--- config.mk ---
export PLATFORM = sky130hd
export DESIGN_NAME = fmul_mant_seq_flat
export DESIGN_NICKNAME = d
export VERILOG_FILES = /design/src/rtl/fmul_mant_seq_if.sv /design/src/rtl/fmul_mant_seq.sv /design/src/flat_wrapper.sv
export SDC_FILE = /design/constraint.sdc
export NUM_CORES = 1
export LEC_CHECK = 0
export BUFFER_PORTS_ARGS = -buffer_cell sky130_fd_sc_hd__buf_2
export CAP_MARGIN = 20
export CORE_MARGIN = 4
export CORE_UTILIZATION = 52
export CTS_CLUSTER_DIAMETER = 30
export DETAILED_ROUTE_END_ITERATION = 6
export PLACE_DENSITY = 0.81
export SLEW_MARGIN = 10
export SYNTH_ARGS = -nofsm -noshare
export SYNTH_HDL_FRONTEND = slang
export SYNTH_SLANG_ARGS = --single-unit
export TNS_END_PERCENT = 30
--- constraint.sdc ---
create_clock -name clk -period 3.2 [get_ports clk]
set_clock_uncertainty 0.1 [all_clocks]
set_input_delay 0.32 -clock clk [delete_from_list [all_inputs] [get_ports clk]]
set_output_delay 0.32 -clock clk [all_outputs]
set_load 0.005 [all_outputs]
--- src/rtl/fmul_mant_seq_if.sv ---
// Handshake bundle between the FP32 multiplier front end and the normaliser:
// operand side (in_*, a, b) and result side (out_*, sign, reg_c, expc2).
interface fmul_mant_seq_if;
   logic        in_valid;
   logic        in_ready;
   logic [31:0] a;
   logic [31:0] b;
   logic        out_valid;
   logic        out_ready;
   logic        sign;
   logic [47:0] reg_c;
   logic [8:0]  expc2;

   modport master (
      output in_valid, a, b, out_ready,
      input  in_ready, out_valid, sign, reg_c, expc2
   );

   modport slave (
      input  in_valid, a, b, out_ready,
      output in_ready, out_valid, sign, reg_c, expc2
   );
endinterface

--- src/rtl/fmul_mant_seq.sv ---
// FP32 multiplier front end: unpack, sign/exponent sum, iterative 24x24 shift-add mantissa product.
// Optional macro FMUL_MANT_ZERO_BYPASS_EN: zero/denormal operands skip the iterative pass.

// One partial-product lane: the shifted multiplicand, gated by one multiplier bit.
module fmul_mant_pp #(
   parameter int W  = 48,
   parameter int SH = 0
) (
   input  logic [W-1:0] i_a,
   input  logic         i_bit,
   output logic [W-1:0] o_pp
);
   assign o_pp = i_bit ? (i_a << SH) : '0;
endmodule

module fmul_mant_seq #(
   parameter int BITS_PER_CYCLE = 1
) (
   input  logic            clk,
   input  logic            rst_n,
   fmul_mant_seq_if.slave  s_if
);
   localparam int BPC  = BITS_PER_CYCLE;
   localparam int ITER = 24 / BPC;
   localparam int CW   = 5;

   typedef enum logic [1:0] {S_IDLE, S_BUSY, S_DONE} state_t;

   state_t            r_state;
   state_t            w_state_nxt;
   logic [CW-1:0]     r_cnt;
   logic [47:0]       r_a_sh;
   logic [23:0]       r_b_sh;
   logic [47:0]       r_acc;
   logic              r_sign;
   logic [8:0]        r_expc2;
   logic              r_out_valid;

   logic              w_in_ready;
   logic              w_accept;
   logic              w_step;
   logic              w_flush;
   logic              w_last;
   logic [23:0]       w_ma;
   logic [23:0]       w_mb;
   logic [BPC-1:0][47:0] w_pp;
   logic [47:0]       w_step_sum;

   // Unpack: hidden bit set only for a nonzero exponent field.
   assign w_flush = (s_if.a[30:23] == 8'd0) || (s_if.b[30:23] == 8'd0);
   assign w_ma    = {(s_if.a[30:23] != 8'd0), s_if.a[22:0]};
   assign w_mb    = {(s_if.b[30:23] != 8'd0), s_if.b[22:0]};
   assign w_last  = (r_cnt == CW'(ITER - 1));

   // r_a_sh tracks A << (cnt*BPC); r_b_sh exposes the next BPC multiplier bits at its LSBs.
   for (genvar j = 0; j < BPC; j++) begin : g_pp
      fmul_mant_pp #(.W(48), .SH(j)) u_pp (
         .i_a  (r_a_sh),
         .i_bit(r_b_sh[j]),
         .o_pp (w_pp[j])
      );
   end

   always_comb begin
      w_step_sum = '0;
      for (int j = 0; j < BPC; j++) w_step_sum = w_step_sum + w_pp[j];
   end

   // State register
   always_ff @(posedge clk) begin
      if (!rst_n) begin
         r_state     <= S_IDLE;
         r_out_valid <= 1'b0;
      end else begin
         r_state     <= w_state_nxt;
         r_out_valid <= (w_state_nxt == S_DONE);
      end
   end

   // Next-state logic
   always_comb begin
      w_state_nxt = r_state;
      case (r_state)
         S_IDLE:  if (s_if.in_valid) w_state_nxt = S_BUSY;
         S_BUSY:  if (w_last) w_state_nxt = S_DONE;
         S_DONE:  if (s_if.out_ready) w_state_nxt = S_IDLE;
         default: w_state_nxt = S_IDLE;
      endcase
   end

   // Output / control decode
   always_comb begin
      w_in_ready = 1'b0;
      w_accept   = 1'b0;
      w_step     = 1'b0;
      case (r_state)
         S_IDLE: begin
            w_in_ready = rst_n;
            w_accept   = s_if.in_valid;
         end
         S_BUSY:  w_step = 1'b1;
         default: ;
      endcase
   end

   always_ff @(posedge clk) begin
      if (!rst_n) begin
         r_cnt   <= '0;
         r_a_sh  <= '0;
         r_b_sh  <= '0;
         r_acc   <= '0;
         r_sign  <= 1'b0;
         r_expc2 <= '0;
      end else if (w_accept) begin
         r_sign  <= s_if.a[31] ^ s_if.b[31];
         r_expc2 <= w_flush ? 9'd0 : ({1'b0, s_if.a[30:23]} + {1'b0, s_if.b[30:23]});
         r_a_sh  <= w_flush ? 48'd0 : {24'd0, w_ma};
         r_b_sh  <= w_flush ? 24'd0 : w_mb;
         r_acc   <= '0;
`ifdef FMUL_MANT_ZERO_BYPASS_EN
         // A flushed op only takes the final BUSY edge, so out_valid follows one edge later.
         r_cnt   <= w_flush ? CW'(ITER - 1) : '0;
`else
         r_cnt   <= '0;
`endif
      end else if (w_step) begin
         r_acc   <= r_acc + w_step_sum;
         r_a_sh  <= r_a_sh << BPC;
         r_b_sh  <= r_b_sh >> BPC;
         r_cnt   <= r_cnt + CW'(1);
      end
   end

   assign s_if.in_ready  = w_in_ready;
   assign s_if.out_valid = r_out_valid;
   assign s_if.sign      = r_sign;
   assign s_if.reg_c     = r_acc;
   assign s_if.expc2     = r_expc2;
endmodule

--- src/flat_wrapper.sv ---
// flat-port wrapper written by rule: the top's interface ports become plain ports
module fmul_mant_seq_flat 
#(
   parameter int BITS_PER_CYCLE = 1
)
  (clk, rst_n, s_if_in_valid, s_if_a, s_if_b, s_if_out_ready, s_if_in_ready, s_if_out_valid, s_if_sign, s_if_reg_c, s_if_expc2);
  fmul_mant_seq_if s_if_i ();
  input  logic clk;
  input  logic rst_n;
  input wire logic [$bits(s_if_i.in_valid)-1:0] s_if_in_valid;
  input wire logic [$bits(s_if_i.a)-1:0] s_if_a;
  input wire logic [$bits(s_if_i.b)-1:0] s_if_b;
  input wire logic [$bits(s_if_i.out_ready)-1:0] s_if_out_ready;
  output wire logic [$bits(s_if_i.in_ready)-1:0] s_if_in_ready;
  output wire logic [$bits(s_if_i.out_valid)-1:0] s_if_out_valid;
  output wire logic [$bits(s_if_i.sign)-1:0] s_if_sign;
  output wire logic [$bits(s_if_i.reg_c)-1:0] s_if_reg_c;
  output wire logic [$bits(s_if_i.expc2)-1:0] s_if_expc2;
  assign s_if_i.in_valid = s_if_in_valid;
  assign s_if_i.a = s_if_a;
  assign s_if_i.b = s_if_b;
  assign s_if_i.out_ready = s_if_out_ready;
  assign s_if_in_ready = s_if_i.in_ready;
  assign s_if_out_valid = s_if_i.out_valid;
  assign s_if_sign = s_if_i.sign;
  assign s_if_reg_c = s_if_i.reg_c;
  assign s_if_expc2 = s_if_i.expc2;
  fmul_mant_seq #(.BITS_PER_CYCLE(BITS_PER_CYCLE)) u_core (.clk(clk), .rst_n(rst_n), .s_if(s_if_i));
endmodule
==> impl_metrics.ini, run 1 <==
[run_status]
status = complete, but fails checks
failed_checks = design-rule violations, negative setup slack

[timing]
slew_headroom = 0.5649
rsz0062_at_grt = true
worst_pin_slew_ns = 0.6526
setup_viol = 8
fin_crit_ns = 3.357
hold_viol_final = 0
fin_crit_sh = 1.049
setup_ws_ns = -0.1570
max_freq_mhz = 297.9
holdWs_ns = 0.02744
report.final.slew_viol_count = 0
tns_ns = -0.5228

[clock_network]
insertion_delay_ns = 0.43
cts_inserted_buffers = 17
clockBufferDepth = 2
clkSlewWorstSetupHoldPaths_ns = 0.06
postCtsHoldBufs = 0
h-tree-depth = 4
cts_tree = built
root_buffer = clkbuf_16
clock_sinks = 138

[routing]
wl_mm = 25.69
post-route-drc-count = 2
postRouteAntennaNets = 0
wl_per_cell_um = 17.30
drtIter0Drc = 916
firstDrtPassIters = 7
viasPerCell = 5.958
vias = 8848

[worst_setup_path]
start_kind = flop
crit_start = u_core.r_b_sh[0]
cp_data_required_time_ns = 3.42
end_kind = flop
cp_max_fo = 7
reg2reg_from = u_core.r_b_sh[0]
worstSetupPathType = flop to flop
cp.arrival_ns = 3.57

[power_and_ir_drop]
p_leak_nw = 4.715
vdd_drop_max_uv = 379.5
finalPower_w = 0.004430
cellPowerDensity_nw_per_um2 = 407.9

[synthesis]
synth-seq-cells = 138
synth_cells = 1098
synth.top_cell.area_share = 0.3280
synth_area_per_cell_um2 = 7.670
synth.distinct_cells = 68
synth-edff-count = 0
yosys-top-cells-count = 170 x nand2_1, 138 x dfxtp_1, 126 x a21oi_1
yosys-top-cells-area = dfxtp_1 33%, ha_1 8.3%, nand2_1 7.6%
yosysTopAreaCell = dfxtp_1
netlist_area_um2 = 8422
yosysMostFrequentCell = nand2_1
synth_fp_nets = 1224
synthArstFlopShare = 0
synth.yosys.seq_area_share = 0.3280
synth_flop_cell = dfxtp_1
yosysWarnings = 0

[finish]
layout-area-overhead-vs-synth_pct = 28.99
nets = 1385
final_layout_size_suffix_gt1_frac = 0.2695
diodes = 0
stdcell_area_um2 = 10860

[die]
io_pins = 128
rows = 46
die_w_um = 135.3
die_h_um = 135.3
start_util = 0.5302
core_um2 = 15890
dieArea_um2 = 18300

[place]
dp.final_hpwl_mm = 16.51
post_dp_cell_area_um2 = 9618
portBuffers = 127
routabilityCongestion = 0.9544
place_ws_ns = -0.09250

[flow_run]
maxCapViolCount = 0

[global_route]
grt_max_degree = 81
antenna_found_initial = 0
grt_use_total = 0.2508
grt_pass1_wl_mm = 37.66
grt_overflow = 0
grt_pass1_vias = 7691

[worst_hold_path]
min_from = s_if_a[13]
min_path_type = primary input to flop
critical path: stages (launching register included):
cell	delay, ns
dfxtp_4	0.38
clkbuf_16	0.16
and2_1	0.15
ha_1	0.35
a21oi_1	0.22
o21ai_1	0.13
or2_2	0.34
o21ai_4	0.20
o32ai_4	0.16
buf_4	0.17
o21ai_0	0.20
or3b_2	0.49
nand3_1	0.13
a21oi_1	0.07
cell families (layout without fill, tap and decap cells):
kind of cell,after synthesis,in the layout,synth area share
DFF,138,138,0.3280
muxes,4,4,0.004754
buffers and inverters,89,260,0.04056
xor gates and xnor gates,42,42,0.04368
adders and majority gates,58,58,0.08795
AOI/OAI and AO/OA,379,379,0.2746
and+or+nand+nor,388,388,0.2205
placed cells by master, fill, tap and decap left out, types with 33 or more instances in the layout:
| cell | instances |
|---|---|
| a21o_1 | 34 |
| a21oi_1 | 114 |
| and2_1 | 40 |
| buf_2 | 127 |
| buf_4 | 82 |
| dfxtp_1 | 137 |
| nand2_1 | 168 |
| nand3_1 | 56 |
| nor2_1 | 33 |
| o21ai_0 | 118 |
layout make-up:
| class | count | area, um^2 |
|---|---|---|
| Fill cell | 1211 | 5022 |
| Timing Repair Buffer | 217 | 1395 |
| Clock inverter | 8 | 122.6 |
| Multi-Input combinational cell | 871 | 5806 |
| Clock buffer | 21 | 450.4 |
| Inverter | 14 | 52.55 |
| Tap cell | 216 | 270.3 |
| Sequential cell | 138 | 2766 |
state kept, by name, indices dropped and copies added, names as in the netlist:
signal                 count
u_core.s_if.expc2          9
u_core.s_if.reg_c         48
u_core.s_if.sign           1
u_core.r_b_sh             24
u_core.s_if.out_valid      1
u_core.r_state             2
u_core.r_a_sh             48
u_core.r_cnt               5
path summary, 6_finish.rpt:
path	endpoint	slack (ns)	cells after the start
worst max-delay path	u_core.s_if.reg_c[23]	-0.16	13
worst min-delay path	u_core.r_a_sh[13]	0.03	3
worst max register to register	u_core.s_if.reg_c[23]	-0.16	13
worst min register to register	u_core.s_if.expc2[4]	0.36	2
through the flow:
step / utilization / instances
after floorplan: - / 1098
after global placement: 0.6055 / 1436
after detailed placement: 0.6055 / 1436
after CTS: 0.6477 / 1470
after global routing: 0.6838 / 1485
final: 0.6838 / 1485
layer usage:
metal / GRT usage / up-vias / routed length (um)
li1: - / 4210 / -
met1: 0.3507 / 4101 / 11000
met2: 0.3827 / 455 / 11600
met3: 0.05721 / 82 / 2387
met4: 0.08455 / 0 / 700
met5: 0 / - / 0
where the power goes:
part	switching (W)	internal (W)	leakage (nW)	total, W
sequential	0.0000667	0.00180	1.13	0.00187
clock	0.000743	0.00123	0.271	0.00197
combinational	0.000349	0.000242	3.32	0.000591
repair_timing:
action,4_1_cts,5_1_grt
setup endpoints to repair,7,20
resized for setup,10,77
setup buffers,5,13
cloned,0,3
pin swaps,8,42
Note: power is estimated with default switching activity, not from simulation.
==> inputs of run 2 (changes only) <==
--- a/config.mk
+++ b/config.mk
@@ -8,10 +8,10 @@
 export BUFFER_PORTS_ARGS = -buffer_cell sky130_fd_sc_hd__buf_2
 export CAP_MARGIN = 20
 export CORE_MARGIN = 4
-export CORE_UTILIZATION = 52
+export CORE_UTILIZATION = 25
 export CTS_CLUSTER_DIAMETER = 30
 export DETAILED_ROUTE_END_ITERATION = 6
-export PLACE_DENSITY = 0.81
+export PLACE_DENSITY = 0.47
 export SLEW_MARGIN = 10
 export SYNTH_ARGS = -nofsm -noshare
 export SYNTH_HDL_FRONTEND = slang
==> run 2 against run 1 <==
The run now ends clean; via count decreased by 5.0%; worst setup slack gained 0.18 ns; sequential share of layout area is 1.1 points lower; final cell count up 17%; flip-flop and latch count is the same; fmax increased by 5.8%; routed wire length up 7.5%; combinational power increased by 2%; register-to-register slack improved by 0.18 ns; non-clock buffer count up 19; largest cell class unchanged; largest power group unchanged.
==> impl_metrics.ini, run 2 (synthesis gave the netlist of run 1 again) <==
[flow_run]
maxCapViolCount = 0

[finish]
diodes = 0
nets = 1404
fin_util = 0.3451
final_layout_size_suffix_gt1_frac = 0.2750
layout-area-overhead-vs-synth_pct = 34.66
final_common_cell = nand2_1
mostFrequentLayoutCells = 167 x nand2_1, 137 x dfxtp_1, 127 x buf_2, 115 x o21ai_0, 113 x a21oi_1

[die]
die_h_um = 191.5
rows = 66
dieArea_um2 = 36690
core_um2 = 32870
io_pins = 128
start_util = 0.2562
die_w_um = 191.5

[clock_network]
root_buffer = clkbuf_16
cts_inserted_buffers = 17
clkSlewWorstSetupHoldPaths_ns = 0.07
clockBufferDepth = 2
clock_sinks = 138
cts_tree = built
insertion_delay_ns = 0.44
h-tree-depth = 4

[timing]
fin_crit_sh = 0.9920
max_freq_mhz = 315.0
setup_viol = 0
fin_crit_ns = 3.174
rsz0062_at_grt = true
slew_headroom = 0.4556
setup_ws_ns = 0.02562
report.final.slew_viol_count = 0
worst_pin_slew_ns = 0.8166
hold_viol_final = 0

[routing]
post-route-drc-count = 0
postRouteAntennaNets = 0
wl_mm = 27.62
wl_per_cell_um = 15.94
vias = 8403
viasPerCell = 4.849
drtIter0Drc = 450
firstDrtPassIters = 5

[worst_setup_path]
crit_family = compound AO/OA/AOI/OAI gates
worstSetupPathType = flop to flop
crit_start = u_core.r_b_sh[0]
start_kind = flop
worst-path-buf-inv = 1
cp.arrival_ns = 3.37
crit_chain = clkbuf_16, and2_4, ha_4, a211o_1, a311oi_2, nor3_2, nor3_4, o32ai_4, a41oi_4, o21ai_2, a41oi_2, xor2_1, o21ai_1
cp_slowest_cell = dfxtp_4
cp_data_required_time_ns = 3.40
cpPeakStageDelay_ns = 0.38
end_kind = flop
reg2reg_from = u_core.r_b_sh[0]
cp_max_fo = 7

[worst_hold_path]
min_from = s_if_b[9]
min_path_type = primary input to flop

[global_route]
grt.busiest_layer = met2
use_met1 = 0.2119
grt_pass1_vias = 8177
grt_use_total = 0.1475
grt_util_met2 = 0.2297
grt_pass1_wl_mm = 43.95
grt_max_degree = 73
grt_overflow = 0
grtUsageMet3 = 0.02721
antenna_found_initial = 0

[place]
place_ws_ns = -0.2150
portBuffers = 127
routabilityCongestion = 0.8485
dp.final_hpwl_mm = 19.39

[power_and_ir_drop]
vdd_drop_max_uv = 293.5
cellPowerDensity_nw_per_um2 = 395.1
finalPower_w = 0.004480
p_leak_nw = 4.805

[run_status]
status = complete, no violations
run 2: path summary, 6_finish.rpt:
path | slack, ns | end | cells after the start
max | 0.03 | u_core.s_if.reg_c[40] | 13
min | 0.03 | u_core.r_b_sh[9] | 3
max reg2reg | 0.03 | u_core.s_if.reg_c[40] | 13
min reg2reg | 0.36 | u_core.s_if.expc2[5] | 2
run 2: final cells by class:
| type | count | area [um^2] |
|---|---|---|
| tap | 442 | 553.0 |
| clock buffer | 17 | 425.4 |
| sequential | 138 | 2766 |
| fill | 3555 | 21530 |
| timing repair buffer | 236 | 1536 |
| inverter | 14 | 52.55 |
| multi-input combinational | 871 | 5838 |
| clock inverter | 15 | 168.9 |
run 2: where the power goes:
group / internal [W] / total, W / switching, W
clock: 0.00106 / 0.00202 / 0.000962
sequential: 0.00180 / 0.00186 / 0.0000621
combinational: 0.000242 / 0.000600 / 0.000358
run 2: stage by stage:
stage / cells / TNS [ns] / instance area, um^2 / hold slack, ns
final: 1733 / 0 / 11340 / 0.02681
after global routing: 1733 / -0.9612 / 11340 / 0.006716
after CTS: 1726 / -0.1809 / 10830 / 0.004446
after detailed placement: 1685 / -1.175 / 10060 / 0.3413
after global placement: 1685 / -0.8855 / 10060 / 0.3334
after floorplan: 1098 / 0 / 8422 / 0.3463
run 2: repair_timing:
| item | 4_1_cts | 5_1_grt |
|---|---|---|
| setup buffers | 3 | 5 |
| cloned | 0 | 2 |
| endpoints found under the setup margin | 17 | 25 |
| hold buffers | 6 | 0 |
| pin swaps | 9 | 34 |
| gates resized for setup | 15 | 77 |
| endpoints found under the hold margin | 6 | 0 |
run 2: per-layer routing:
metal	share of wire	vias up
met5	0	-
met4	0.0096	0
met3	0.041	17
met2	0.45	173
met1	0.50	3955
li1	-	4258
run 2: tightest hold or removal path, cell delays in order:
cell	delay [ns]
buf_2	0.10
nand2_1	0.05
a21oi_1	0.05
==> inputs of run 3 (changes only) <==
--- a/config.mk
+++ b/config.mk
@@ -7,6 +7,7 @@
 export LEC_CHECK = 0
 export BUFFER_PORTS_ARGS = -buffer_cell sky130_fd_sc_hd__buf_2
 export CAP_MARGIN = 20
+export CORE_ASPECT_RATIO = 1.4
 export CORE_MARGIN = 4
 export CORE_UTILIZATION = 25
 export CTS_CLUSTER_DIAMETER = 30
==> run 3 against run 2 <==
Critical path depth rose by 1; combinational power is 3% higher; largest power group unchanged; clock power shrank 3%; cell area is 0.92% higher; die area grew 0.11%; highest routed layer unchanged; power is 0.98% lower.
==> impl_metrics.ini, run 3 (synthesis gave the netlist of run 1 again) <==
[run_status]
status = complete, no violations

[routing]
firstDrtPassIters = 5
drtIter0Drc = 472
vias = 8484
viasPerCell = 4.856
post-route-drc-count = 0
postRouteAntennaNets = 0
wl_per_cell_um = 16.27
wl_mm = 28.42

[clock_network]
cts_inserted_buffers = 17
root_buffer = clkbuf_16
clockBufferDepth = 2
clkSlewWorstSetupHoldPaths_ns = 0.07
insertion_delay_ns = 0.43
cts_tree = built
h-tree-depth = 4
clock_sinks = 138

[power_and_ir_drop]
cellPowerDensity_nw_per_um2 = 387.6
vdd_drop_max_uv = 332.7
p_leak_nw = 4.852

[worst_setup_path]
rrSetupSlack_ns = 0.07
start_kind = flop
end_kind = flop
cp_max_fo = 6
cp_data_required_time_ns = 3.40
cp.arrival_ns = 3.33
worstSetupPathType = flop to flop

[place]
place_inst = 1699
portBuffers = 127
routabilityCongestion = 0.8222
dp.final_hpwl_mm = 20.42

[finish]
diodes = 0
nets = 1415
layout-area-overhead-vs-synth_pct = 35.89
seq_area_um2 = 2766
final_layout_size_suffix_gt1_frac = 0.2903
fillCellCount = 3574
final_common_cell = nand2_1
multi_input_area_um2 = 5854
fin_util = 0.3446
mostFrequentLayoutCells = 166 x nand2_1, 137 x dfxtp_1, 127 x buf_2, 117 x a21oi_1, 117 x o21ai_0
stdcell_count = 1747

[timing]
hold_viol_final = 0
holdWs_ns = 0.02352
max_freq_mhz = 319.3
fin_crit_ns = 3.132
worst_pin_slew_ns = 0.5847
setup_viol = 0
tns_ns = 0
report.final.slew_viol_count = 0
fin_crit_sh = 0.9786
slew_headroom = 0.6102
rsz0062_at_grt = true

[die]
core_um2 = 33210
die_h_um = 225.2
io_pins = 128
die_w_um = 163.1
dieArea_um2 = 36730
rows = 79
start_util = 0.2536

[global_route]
grt_max_degree = 73
grt_use_total = 0.1501
grt_overflow = 0
grt_pass1_vias = 8406
antenna_found_initial = 0
grt_pass1_wl_mm = 44.21

[flow_run]
maxCapViolCount = 0

[worst_hold_path]
min_path_type = primary input to flop
## run 3: changes by cell type in the layout (fill, tap and decap cells not counted), moves of 3 or more
cell / previous run / this run
inv_8: 6 / 2
and2_4: 7 / 14
clkinvlp_4: 0 / 4
buf_4: 97 / 107
buf_6: 2 / 5
dlygate4sd3_1: 6 / 2
and2_1: 48 / 41
a21oi_1: 113 / 117
## run 3: final cells by class
cell class	count	area share
multi-input combinational	871	0.5115
sequential	138	0.2417
timing repair buffer	247	0.1438
tap	445	0.04865
clock buffer	18	0.03837
clock inverter	14	0.01137
inverter	14	0.004592
## run 3: final timing paths
| check | start | end | cells after the start |
|---|---|---|---|
| worst max-delay path | u_core.r_b_sh[0] | u_core.s_if.reg_c[47] | 14 |
| worst min-delay path | s_if_b[12] | u_core.r_b_sh[12] | 3 |
| worst max register to register | u_core.r_b_sh[0] | u_core.s_if.reg_c[47] | 14 |
| worst min register to register | u_core.s_if.expc2[7] | u_core.s_if.expc2[7] | 2 |
## run 3: per-layer routing
metal,vias up,track usage,wire length [um]
met4,0,0.04494,572
met2,160,0.2838,15350
met1,4026,0.1719,11640
met3,30,0.02379,854
met5,-,0,0
li1,4268,-,-
## run 3: through the flow
| stage | setup WS (ns) | power, W | instance area, um^2 |
|---|---|---|---|
| 6_report | 0.06842 | 0.004436 | 11440 |
| 5_1_grt | -0.1325 | 0.004635 | 11440 |
| 4_1_cts | -0.03457 | 0.004452 | 10890 |
| 3_5_place_dp | -0.09530 | 0.002472 | 10170 |
| 3_3_place_gp | -0.08109 | 0.002471 | 10170 |
| 2_1_floorplan | 0.008918 | 0.002218 | 8422 |
## run 3: power breakdown
part	total (W)	internal, W	switching, W
Clock	0.00196	0.00105	0.000911
Sequential	0.00186	0.00180	0.0000632
Combinational	0.000617	0.000254	0.000363
## run 3: what timing repair did
item / 4_1_cts / 5_1_grt
resized for setup: 15 / 80
gates cloned: 0 / 3
endpoints found under the hold margin: 2 / 0
pin swaps: 8 / 38
setup buffers: 3 / 9
setup endpoints to repair: 16 / 21
hold buffers: 2 / 0
## run 3: critical path, stage by stage (launching register included)
cell       delay (ns)
dfxtp_4          0.39
clkbuf_16        0.16
and2_1           0.15
ha_2             0.18
buf_4            0.13
a21oi_2          0.17
nor2_2           0.06
o311a_1          0.38
o21ai_4          0.20
o32ai_4          0.15
a31o_4           0.29
a21oi_2          0.15
nor3_1           0.08
o311ai_1         0.26
o41ai_1          0.13
